File: src/rtl/hex_disp_pkg.sv
// Shared types for the hex display arbiter.
// State encoding and display byte width.
package hex_disp_pkg;

   localparam int BYTE_W = 8;

   typedef enum logic {
      IDLE = 1'b0,
      SHOW = 1'b1
   } disp_state_e;

endpackage

File: src/rtl/hex_display_arbiter_rr_pick.sv
// Combinational round-robin picker: first requester
// at or after ptr, wrapping modulo N.
module rr_pick #(
   parameter int N = 4
) (
   input  logic [N-1:0]         req,
   input  logic [$clog2(N)-1:0] ptr,
   output logic                 found,
   output logic [$clog2(N)-1:0] idx
);

   localparam int IW = $clog2(N);

   logic [IW-1:0] w_k;

   always_comb begin
      found = 1'b0;
      idx   = '0;
      w_k   = '0;
      for (int i = 0; i < N; i++) begin
         w_k = IW'((int'(ptr) + i) % N);
         if (!found && req[w_k]) begin
            found = 1'b1;
            idx   = w_k;
         end
      end
   end

endmodule

File: src/rtl/hex_display_arbiter.sv
// Round-robin owner of the shared two-digit hex display.
// Each grant lasts DWELL cycles or until the owner withdraws.
module hex_display_arbiter
   import hex_disp_pkg::*;
#(
   parameter int N     = 4,
   parameter int DWELL = 25_000_000
) (
   input  logic                      clk,
   input  logic                      reset,
   input  logic [N-1:0]              req,
   input  logic [N-1:0][BYTE_W-1:0]  value,
   output logic [BYTE_W-1:0]         num,
   output logic                      num_valid,
   output logic [N-1:0]              grant,
   output logic [$clog2(N)-1:0]      owner,
   output logic [N-1:0]              done
);

   localparam int OW = $clog2(N);
   localparam int CW = (DWELL > 1) ? $clog2(DWELL) : 1;
   localparam logic [CW-1:0] LAST_CNT = CW'(DWELL - 1);
   localparam logic [OW-1:0] LAST_IDX = OW'(N - 1);

   disp_state_e       r_state, w_state_nx;
   logic [OW-1:0]     r_ptr, w_ptr_nx;
   logic [OW-1:0]     r_owner, w_owner_nx;
   logic [CW-1:0]     r_cnt, w_cnt_nx;
   logic [N-1:0]      r_grant, w_grant_nx;
   logic [BYTE_W-1:0] r_num, w_num_nx;
   logic              r_valid, w_valid_nx;

   logic [OW-1:0]     w_owner_inc;
   logic [OW-1:0]     w_pick_ptr;
   logic [OW-1:0]     w_idx;
   logic              w_found;
   logic              w_expire;
   logic              w_withdraw;
   logic              w_end;
   logic              w_arb;

   assign w_owner_inc = (r_owner == LAST_IDX) ? '0 : r_owner + 1'b1;
   assign w_expire    = (r_cnt == LAST_CNT);
   assign w_withdraw  = ~req[r_owner];
   assign w_end       = (r_state == SHOW) & (w_expire | w_withdraw);
   assign w_arb       = (r_state == IDLE) | w_end;

   // A finishing grant searches from the port after its owner
   // in the same edge, so owners hand over without a gap.
   assign w_pick_ptr  = w_end ? w_owner_inc : r_ptr;

   rr_pick #(
      .N(N)
   ) u_pick (
      .req  (req),
      .ptr  (w_pick_ptr),
      .found(w_found),
      .idx  (w_idx)
   );

   always_comb begin
      w_state_nx = r_state;
      w_ptr_nx   = r_ptr;
      w_owner_nx = r_owner;
      w_cnt_nx   = r_cnt;
      w_grant_nx = r_grant;
      w_num_nx   = r_num;
      w_valid_nx = r_valid;

      if (w_end) begin
         w_ptr_nx = w_owner_inc;
      end

      if (w_arb) begin
         w_cnt_nx = '0;
         if (w_found) begin
            w_state_nx = SHOW;
            w_owner_nx = w_idx;
            w_grant_nx = N'(1) << w_idx;
            w_num_nx   = value[w_idx];
            w_valid_nx = 1'b1;
         end else begin
            w_state_nx = IDLE;
            w_grant_nx = '0;
            w_num_nx   = '0;
            w_valid_nx = 1'b0;
         end
      end else if (r_state == SHOW) begin
         w_num_nx = value[r_owner];
         w_cnt_nx = r_cnt + 1'b1;
      end
   end

   always_ff @(posedge clk or posedge reset) begin
      if (reset) begin
         r_state <= IDLE;
         r_ptr   <= '0;
         r_owner <= '0;
         r_cnt   <= '0;
         r_grant <= '0;
         r_num   <= '0;
         r_valid <= 1'b0;
      end else begin
         r_state <= w_state_nx;
         r_ptr   <= w_ptr_nx;
         r_owner <= w_owner_nx;
         r_cnt   <= w_cnt_nx;
         r_grant <= w_grant_nx;
         r_num   <= w_num_nx;
         r_valid <= w_valid_nx;
      end
   end

   assign num       = r_num;
   assign num_valid = r_valid;
   assign grant     = r_grant;
   assign owner     = r_owner;
   assign done      = r_grant & {N{w_expire}};

endmodule

File: config.mk
export PLATFORM = sky130hd
export DESIGN_NAME = hex_display_arbiter
export DESIGN_NICKNAME = d
export VERILOG_FILES = /design/src/rtl/hex_disp_pkg.sv /design/src/rtl/hex_display_arbiter_rr_pick.sv /design/src/rtl/hex_display_arbiter.sv
export SDC_FILE = /design/constraint.sdc
export NUM_CORES = 1
export LEC_CHECK = 0
export CORE_ASPECT_RATIO = 0.75
export CORE_MARGIN = 4
export CORE_UTILIZATION = 40
export CTS_CLUSTER_DIAMETER = 150
export CTS_CLUSTER_SIZE = 20
export DETAILED_ROUTE_END_ITERATION = 16
export GPL_TIMING_DRIVEN = 0
export PLACE_DENSITY = 0.66
export SLEW_MARGIN = 5
export SYNTH_ARGS = -nofsm -noshare
export SYNTH_HDL_FRONTEND = slang
export SYNTH_SLANG_ARGS = --single-unit
File: constraint.sdc
create_clock -name clk -period 3.2 [get_ports clk]
set_input_delay 0.64 -clock clk [delete_from_list [all_inputs] [get_ports clk]]
set_output_delay 0.64 -clock clk [all_outputs]
set_load 0.02 [all_outputs]
Word level (Yosys, flattened, before mapping)
Index checks and enable logic that the tools add are counted.
{"block": "word_totals", "register_bits": 42, "latch_bits": 0, "ram_bits": 0, "rom_bits": 0, "output_inout_bits": 19, "word_cells": 65, "memories": 0}
{"block": "classes", "n_addsub": 5, "mul": 0, "n_div": 0, "n_lt_le_gt_ge": 6, "eq_ne": 2, "n_shift": 1, "n_mux": 31, "n_bitwise": 6, "reduce_logical": 8}
{"operator": "$mux W25", "n": 2}
{"operator": "$mux W8", "n": 5}
{"operator": "$bmux W8 S2", "n": 2}
{"operator": "$add A25 B1 Y25 const B", "n": 1}
{"operator": "$eq A25 B25 Y1 const B", "n": 1}
{"operator": "$lt A2 B3 Y1 const B", "n": 6}
{"operator": "$mux W2", "n": 6}
{"operator": "$bmux W1 S2", "n": 5}
{"operator": "$mux W1", "n": 10}
{"operator": "$add A2 B1 Y2 const B", "n": 2}
{"operator": "$add A2 B2 Y2 const B", "n": 2}
{"operator": "$and A4 B4 Y4", "n": 1}
{"operator": "$mux W4", "n": 1}
{"operator": "$shl A1 B2 Y4 const A", "n": 1}
{"operator": "$logic_and A1 B1 Y1", "n": 3}
{"operator": "$logic_not A1 Y1", "n": 3}
{"operator": "$eq A2 B2 Y1 const B", "n": 1}
{"operator": "$not A1 Y1", "n": 2}
{"operator": "$or A1 B1 Y1", "n": 2}
{"operator": "$reduce_and A2 Y1", "n": 1}
{"operator": "$reduce_bool A2 Y1", "n": 1}
{"operator": "$and A1 B1 Y1", "n": 1}

Depth between registers and ports, before layout
Gate-level depths: netlist (run 1).
{"block": "logic_depth", "ltp_word": 22, "mapped_depth": 11, "depth_no_buf": 10}

Hierarchy
A second synthesis (run 1) with hierarchy kept.
{"block": "hier_totals", "hier_cells": 249, "area_unflattened_um2": 2647.5}
{"module": "hex_display_arbiter", "instances": 1, "cells_each": 234, "area_each_um2": 2570.0}
{"module": "rr_pick", "instances": 1, "cells_each": 15, "area_each_um2": 77.6}

Least setup slack after synthesis (run 1)
Ideal clock, no wire load.
{"block": "synth_path", "path_type": "input port to flip-flop", "start": "input port req[3]", "end": "register r_num[4] (netlist: num[4])", "setup_ns": 0.133, "arrival_ns": 2.446, "required_ns": 3.067, "slack_ns": 0.622, "cell_stages": 8, "path_cell_list": "mux4_2 o211ai_1 nand3_4 and3_1 a211oi_4 buf_6 mux2i_1 o221ai_2"}
{"block": "synth_via", "elab_chain_len": 22}
{"element": "start: declaration", "line_no": "hex_display_arbiter.sv:11", "text": "input logic [N-1:0] req,"}
{"element": "$bmux W1 S2 (*)", "line_no": "hex_display_arbiter.sv:44", "text": "assign w_withdraw = ~req[r_owner];"}
{"element": "$mux W1 (implied by the code) (*)", "line_no": "hex_display_arbiter.sv:44"}
{"element": "$not A1 Y1 (*)", "line_no": "hex_display_arbiter.sv:44"}
{"element": "$or A1 B1 Y1 (*)", "line_no": "hex_display_arbiter.sv:45", "text": "assign w_end = (r_state == SHOW) & (w_expire | w_withdraw);"}
{"element": "$and A1 B1 Y1 (*)", "line_no": "hex_display_arbiter.sv:45"}
{"element": "$mux W2 (*)", "line_no": "hex_display_arbiter.sv:50", "text": "assign w_pick_ptr = w_end ? w_owner_inc : r_ptr;"}
{"element": "named net u_pick.ptr[1]", "line_no": "hex_display_arbiter_rr_pick.sv:7", "text": "input logic [$clog2(N)-1:0] ptr,"}
{"element": "branches (longest 14 deep; another with $add A2 B1 Y2)"}
{"element": "$mux W8 (*)", "line_no": "hex_display_arbiter.sv:76", "text": "if (w_found) begin"}
{"element": "$mux W8 (*)", "line_no": "hex_display_arbiter.sv:74", "text": "if (w_arb) begin"}
{"element": "end signal: assignment", "line_no": "hex_display_arbiter.sv:109", "text": "r_num <= w_num_nx;"}
{"element": "end: declaration", "line_no": "hex_display_arbiter.sv:30", "text": "logic [BYTE_W-1:0] r_num, w_num_nx;"}
Mark *: on every way through the listed nets, which the timed path passes. The select of a mux whose other input is x is not followed.
A chain may end at the register's enable or synchronous reset.

Worst setup path after layout (run 1)
{"block": "layout_path", "start": "input port req[3]", "end": "register r_num[7] (netlist: num[7])"}
{"block": "layout_via", "elab_chain_len": 22}
{"element": "branches (longest 22 deep; another with $add A2 B1 Y2)"}
Parallel ways; which one is timed is not known. The select of a mux whose other input is x is not followed.

==> out/results.ini, run 1 <==
[pwr]
worst_ir_drop_vdd_mv = 0.410
total_switching_power_uw = 983
p_int_uw = 1460
p_seq_share_pct = 28.9
clock_power_share_pct = 14.8
power_uw = 2440
share_comb_of_total_power_pct = 56.2
power.switching_fraction_pct = 40.3
power_per_cell_area_mw_per_mm2 = 738
leakagePower_uw = 0.00138

[grt]
first_global_vias = 2078
grt_pass1_wl_um = 10500
antenna_found_initial = 0
global_route.usage.total_pct = 17.3
grt_overflow_total = 0
grt_max_degree = 41

[place]
place_area_mm2 = 0.00320
io_buffer_count = 56
gp_routability_congestion = 0.784
hpwlAfterDp_um = 4690

[logic_synthesis]
count_of_yosys_warnings_during_synthesis = 0
synth-edff-count = 0
synth.ff_latch_count = 42
synth_fp_nets = 277
synthFlopType = dfrtp_1
combined_area_of_all_synthesized_cells_mm2 = 0.00252
synth_cell_type_count = 40
seq_area_frac_synth_pct = 41.7
avgSynthCellArea_um2 = 10.6
asr_flop_ratio_synth_pct = 100
netlist_instances = 237

[detailed_routing]
dr_wl_met2_um = 2820
vias = 2047
first_iter_violations = 120
drc_errors = 0
detailedRoute.firstPassIterationCount = 4
drtAntennaViolNets = 0
met3WireLength_um = 214
routed.top_layer = met4
wl_met1_um = 3110
wl_um = 6260
per_cell_routed_wire_length_um = 16.4
route.detailed.vias_per_inst = 5.37

[clocking]
cts_buffers = 5
number_of_h_tree_branching_levels = 2
clock_tree.buffer_depth = 2
tritoncts = built
cts_num_sinks = 42
cts_hold_buf = 0
clk_pin_slew_worst_paths_ns = 0.08
worstSkewPairLatency_ns = 0.30
root_buffer = clkbuf_8

[sta]
worst_slew_margin_rel_pct = 47.8
layout_worst_path_cycle_share_pct = 93.9
rsz0062_at_grt = no
finalSetupViolations = 0
finalMaxSlewViolations = 0
tightest_slew_ns = 0.776
final.min_clock_period_ns = 3.00
fin_worst_skew_ns = 0.00456
hold_viol = 0
fmax_ghz = 0.333
whs_ns = 0.490

[floorplan]
floorplan.io_pins = 57
floorplan.core_area_mm2 = 0.00595
dieArea_mm2 = 0.00764
dieHeight_um = 76.7
die_x_um = 99.6
start_util_pct = 42.3
num_rows = 24

[critical_path]
worst_setup_path_startpoint = req[3]
cp_num_buf_inv = 2
cp_cell_sequence = clkdlybuf4s50_1 > mux4_2 > nand2_1 > a21oi_1 > nor3_2 > nor3_1 > o32ai_2 > buf_4 > nand3_4 > o221ai_2
worst-r2r-setup-slack_ns = 0.42
critical_path_source_type = primary input
regToRegStartpoint = r_cnt[10]
worst-setup-path-type = in2reg
crit_required_ns = 3.42
critical_path.slowest_cell = mux4_2
timing.critical_path.max_delay_family = buffers and inverters
timing.critical_path.to_type = register
maximum_single_stage_delay_on_the_critical_path_ns = 0.57
timing.critical_path.arrival_ns = 3.22
critical_path_peak_fanout = 9

[finish]
post-route-cell-area_mm2 = 0.00331
nNetsFinal = 342
syn_to_final_growth_pct = 31.5
insertedDiodeCount = 0
utilization_pct = 55.7
post_route_cells_drive_above_1_share_pct = 14.2

[run]
max_cap_violations = 0

[min_path]
worstHoldPathType = reg2reg
hold_path_startpoint = r_cnt[0]

[run_status]
status = finished, final reports clean

-- final cells by class --
cell class              instances  area, um2
multi-input cells             180       1400
clock inverters                 1       5.00
flip-flops and latches         42       1050
repair buffers                 59        596
inverters                       5       18.8
clock buffers                   7       86.3
well taps                      78       97.6
fillers                       524       2640
plain buffers                   9       55.1
-- cells in the final DEF, fill, tap and decap left out, drive strengths merged, types with 8 or more instances in the layout --
cell	synthesis	layout
nand4	8	8
a21oi	8	8
dfrtp	42	42
nor2	23	23
mux4	9	9
mux2i	17	17
o21ai	8	8
clkdlybuf4s50	0	56
buf	7	10
o221ai	8	8
clkbuf	3	9
nand3	13	13
xor2	13	13
nand2	26	26
-- power groups by stage --
stage	combinational, uW	sequential (uW)	clock (uW)
final	1370	707	362
after global routing	1490	722	389
after CTS	1340	707	368
after detailed placement	1340	716	0
after global placement	1320	715	0
after floorplan	835	807	0
-- registers in the layout (all words and copies together), names as in the netlist --
register   flops
owner          2
grant          4
num_valid      1
num            8
r_cnt         25
r_ptr          2
-- stage by stage --
stage / setup WS, ns / cells / TNS [ns]
2_1_floorplan: 0.622 / 237 / 0
5_1_grt: 0.0576 / 381 / 0
3_3_place_gp: -0.269 / 371 / -2.36
3_5_place_dp: -0.296 / 372 / -2.69
6_report: 0.196 / 381 / 0
4_1_cts: 0.0327 / 380 / 0
-- metal layers --
metal | vias to the layer above | GRT usage [%]
met5 | - | 0
met4 | 0 | 6.68
met3 | 12 | 2.90
met2 | 41 | 25.7
met1 | 993 | 25.2
li1 | 1001 | -
-- synthesized netlist by cell type (4+ instances only) --
library cell | n | area (um2)
o21ai_0 | 7 | 35.0
a21oi_1 | 8 | 40.0
mux2i_1 | 17 | 170
mux4_2 | 9 | 203
nor2_1 | 23 | 86.3
dfrtp_1 | 42 | 1050
inv_1 | 5 | 18.8
or3_1 | 6 | 37.5
nand3_1 | 11 | 55.1
and4_1 | 4 | 35.0
o221ai_2 | 8 | 120
xnor2_1 | 5 | 43.8
and3_1 | 7 | 43.8
nand2_1 | 26 | 97.6
xor2_1 | 13 | 114
and2_1 | 4 | 25.0
nand4_1 | 8 | 50.1
nor3_1 | 4 | 20.0
-- worst paths after layout --
check | cells after the start | to
max | 10 | num[7]
min | 1 | r_cnt[0]
max reg2reg | 9 | num[3]
min reg2reg | 1 | r_cnt[0]
max in group asynchronous | 3 | r_cnt[11]
min in group asynchronous | 2 | num[7]
-- what timing repair did --
item / in CTS / in global routing
resized for setup: 0 / 2
endpoints found under the hold margin: 0 / 0
endpoints found under the setup margin: 0 / 11
setup buffers: 0 / 2
-- worst register-to-register path, delay by kind of cell, from the launching register on --
family / cells / cell delay (ns)
simple gates: 4 / 1.17
compound gates: 2 / 0.46
flops: 1 / 0.43
mux: 2 / 0.37
buf+inv: 1 / 0.23
-- logic make-up after synthesis --
logic type | share of synthesized area (%)
xor+xnor | 6.26
simple gates | 22.4
mux | 14.8
flops | 41.7
fa+ha+maj | 0.994
buf+inv | 3.08
compound gates | 10.7
(Power assumes the default switching activity.)
==> run 2, diff against run 1 <==
--- a/config.mk
+++ b/config.mk
@@ -9,7 +9,7 @@
 export CORE_MARGIN = 4
 export CORE_UTILIZATION = 40
 export CTS_CLUSTER_DIAMETER = 150
-export CTS_CLUSTER_SIZE = 20
+export CTS_CLUSTER_SIZE = 8
 export DETAILED_ROUTE_END_ITERATION = 16
 export GPL_TIMING_DRIVEN = 0
 export PLACE_DENSITY = 0.66
==> results of run 2 <==
Same layout as run 1: the final DEF is identical, and so are final timing and power.
==> run 3, diff against run 2 <==
--- a/config.mk
+++ b/config.mk
@@ -6,7 +6,7 @@
 export NUM_CORES = 1
 export LEC_CHECK = 0
 export CORE_ASPECT_RATIO = 0.75
-export CORE_MARGIN = 4
+export CORE_MARGIN = 3
 export CORE_UTILIZATION = 40
 export CTS_CLUSTER_DIAMETER = 150
 export CTS_CLUSTER_SIZE = 8
==> run 3 against run 2 <==
Largest power group unchanged. Setup slack worse by 0.040 ns. Sequential cell count stayed put. Cell count is 0.52% lower.
==> out/results.ini, run 3 (synthesis gave the netlist of run 1 again) <==
[run_status]
status = finished, final reports clean

[sta]
setup_ws_ns = 0.157  ; -0.0399 ns
rsz0062_at_grt = no
worst_slew_margin_rel_pct = 48.8  ; +1.1 points
tightest_slew_ns = 0.760  ; -0.0161 ns
fin_worst_skew_ns = 0.00559  ; +0.00103 ns
fmax_ghz = 0.329  ; -1.3%
hold_viol = 0  ; unchanged
final.min_clock_period_ns = 3.04  ; +0.0399 ns
layout_worst_path_cycle_share_pct = 95.1  ; +1.2 points
finalMaxSlewViolations = 0  ; unchanged
finalSetupViolations = 0  ; unchanged

[detailed_routing]
route.detailed.vias_per_inst = 5.33  ; -0.85%
per_cell_routed_wire_length_um = 15.6  ; -5.0%
detailedRoute.firstPassIterationCount = 4  ; unchanged
drtAntennaViolNets = 0  ; unchanged
drc_errors = 0  ; unchanged
first_iter_violations = 76  ; -37%
wl_um = 5920  ; -5.5%
vias = 2019  ; -1.4%

[clocking]
clock_tree.buffer_depth = 2  ; unchanged
worstSkewPairLatency_ns = 0.30  ; about the same
cts_buffers = 5  ; unchanged
tritoncts = built
postCtsSetupBuffers = 0  ; unchanged
clk_pin_slew_worst_paths_ns = 0.08  ; about the same
cts_num_sinks = 42  ; unchanged
number_of_h_tree_branching_levels = 2  ; unchanged
cts_hold_buf = 0  ; unchanged
root_buffer = clkbuf_8

[run]
max_cap_violations = 0  ; unchanged

[floorplan]
floorplan.core_area_mm2 = 0.00595  ; unchanged
start_util_pct = 42.3  ; unchanged
num_rows = 24  ; unchanged
dieArea_mm2 = 0.00729  ; -4.6%
dieHeight_um = 74.7  ; -2.6%
floorplan.io_pins = 57  ; unchanged
die_x_um = 97.6  ; -2.0%

[finish]
final_cell_mix = 56 x clkdlybuf4s50_1, 42 x dfrtp_1, 26 x nand2_1
largest_register_ffs = 25  ; unchanged
post_route_cells_drive_above_1_share_pct = 14.3  ; +0.094 points
register_area_mm2 = 0.00105  ; unchanged
multi_input_area_mm2 = 0.00141  ; +0.27%
nNetsFinal = 340  ; -0.58%
syn_to_final_growth_pct = 31.8
reg_with_most_ffs = r_cnt
insertedDiodeCount = 0  ; unchanged
fillCellCount = 512  ; -2.3%
leading_cell_type_in_the_layout_fill_and_taps_excluded = clkdlybuf4s50_1

[pwr]
worst_ir_drop_vdd_mv = 0.412  ; +0.46%
power_uw = 2470  ; +0.99%
leakagePower_uw = 0.00138  ; about the same
power_per_cell_area_mw_per_mm2 = 744  ; +0.80%

[grt]
grt_max_degree = 41  ; unchanged
first_global_vias = 1917  ; -7.7%
antenna_found_initial = 0  ; unchanged
grt_pass1_wl_um = 9720  ; -7.5%
global_route.usage.total_pct = 16.8  ; -0.50 points
grt_overflow_total = 0  ; unchanged

[min_path]
hold_path_startpoint = r_cnt[0]
worstHoldEndpoint = r_cnt[0]
worstHoldPathType = reg2reg
worstHoldPathCells = 1  ; unchanged

[critical_path]
worst-r2r-setup-slack_ns = 0.37  ; -0.05 ns
critical_path_peak_fanout = 10  ; +1
cp_num_buf_inv = 2  ; unchanged
regToRegStartpoint = r_cnt[10]
critical_path_source_type = primary input
timing.critical_path.to_type = register
timing.critical_path.arrival_ns = 3.22  ; about the same
worst_r2r_endpoint = num[4]
cp_cell_sequence = clkdlybuf4s50_1 > mux4_2 > nand2_1 > a21oi_1 > nor3_2 > nor3_1 > o32ai_2 > or2_2 > buf_4 > o221ai_2
crit_required_ns = 3.38  ; -0.04 ns
worst-setup-path-type = in2reg
rr_worst_depth = 9  ; unchanged
maximum_single_stage_delay_on_the_critical_path_ns = 0.57  ; about the same
critical_path.slowest_cell = mux4_2
timing.critical_path.max_delay_family = buffers and inverters

[place]
dp_slack_ns = -0.328  ; -0.0315 ns
gp_routability_congestion = 0.774  ; -1.2%
io_buffer_count = 56  ; unchanged
hpwlAfterDp_um = 4470  ; -4.7%

[run 3: cell count changes in the layout (fill, tap and decap cells not counted), sizes merged]
cell    before  now
bufinv       0    1
clkbuf       9    7
buf         10    8
clkinv       1    2
[run 3: layout make-up]
| class | count | area share, % |
|---|---|---|
| inverters | 5 | 0.566 |
| flip-flops and latches | 42 | 31.7 |
| plain buffers | 9 | 1.66 |
| clock inverters | 3 | 1.21 |
| multi-input cells | 180 | 42.4 |
| repair buffers | 57 | 17.5 |
| clock buffers | 5 | 2.07 |
| well taps | 78 | 2.94 |
[run 3: repair_timing]
item                                    4_1_cts  5_1_grt
pin swaps                                     0        1
endpoints found under the setup margin        1        6
resized for setup                             1        2
[run 3: worst max path at each step]
stage / start / endpoint / slack (ns) / cells past startpoint
finish: req[3] / num[7] / 0.16 / 10
global route: req[3] / num[4] / 0.007 / 9
CTS: req[3] / num[7] / 0.13 / 9
detailed placement: req[3] / num[7] / -0.33 / 9
global placement: req[3] / num[7] / -0.29 / 9
floorplan: req[3] / num[4] / 0.62 / 8
[run 3: report_power, final]
part | leakage (uW) | total (uW) | internal (uW) | switching (uW)
logic | 0.000770 | 1350 | 624 | 722
registers | 0.000554 | 706 | 644 | 61.8
clock network | 0.0000579 | 415 | 230 | 186
total | 0.00138 | 2470 | 1500 | 969
[run 3: layer usage]
metal	GRT usage [%]	routed length (um)
met5	0	0
met1	25.3	2980
met4	5.68	88
met3	2.87	178
met2	24.8	2680
[run 3: worst reg2reg max path: cells and delay by family (launching register included)]
| kind | cells | cell delay (ns) |
|---|---|---|
| AND/OR/NAND/NOR | 4 | 0.99 |
| multiplexers | 1 | 0.27 |
| buffers and inverters | 1 | 0.23 |
| AO/OA/AOI/OAI | 3 | 0.81 |
| flip-flops | 1 | 0.44 |
[run 3: through the flow]
step	util (%)	hold WS, ns	TNS (ns)	instance area (um2)	cells
final	55.8	0.488	0	3320	379
after detailed placement	53.7	0.479	-2.93	3200	372
after global routing	55.8	0.504	0	3320	379
after global placement	53.4	0.467	-2.62	3180	371
after floorplan	-	0.447	0	2520	237
after CTS	55.7	0.490	0	3310	380
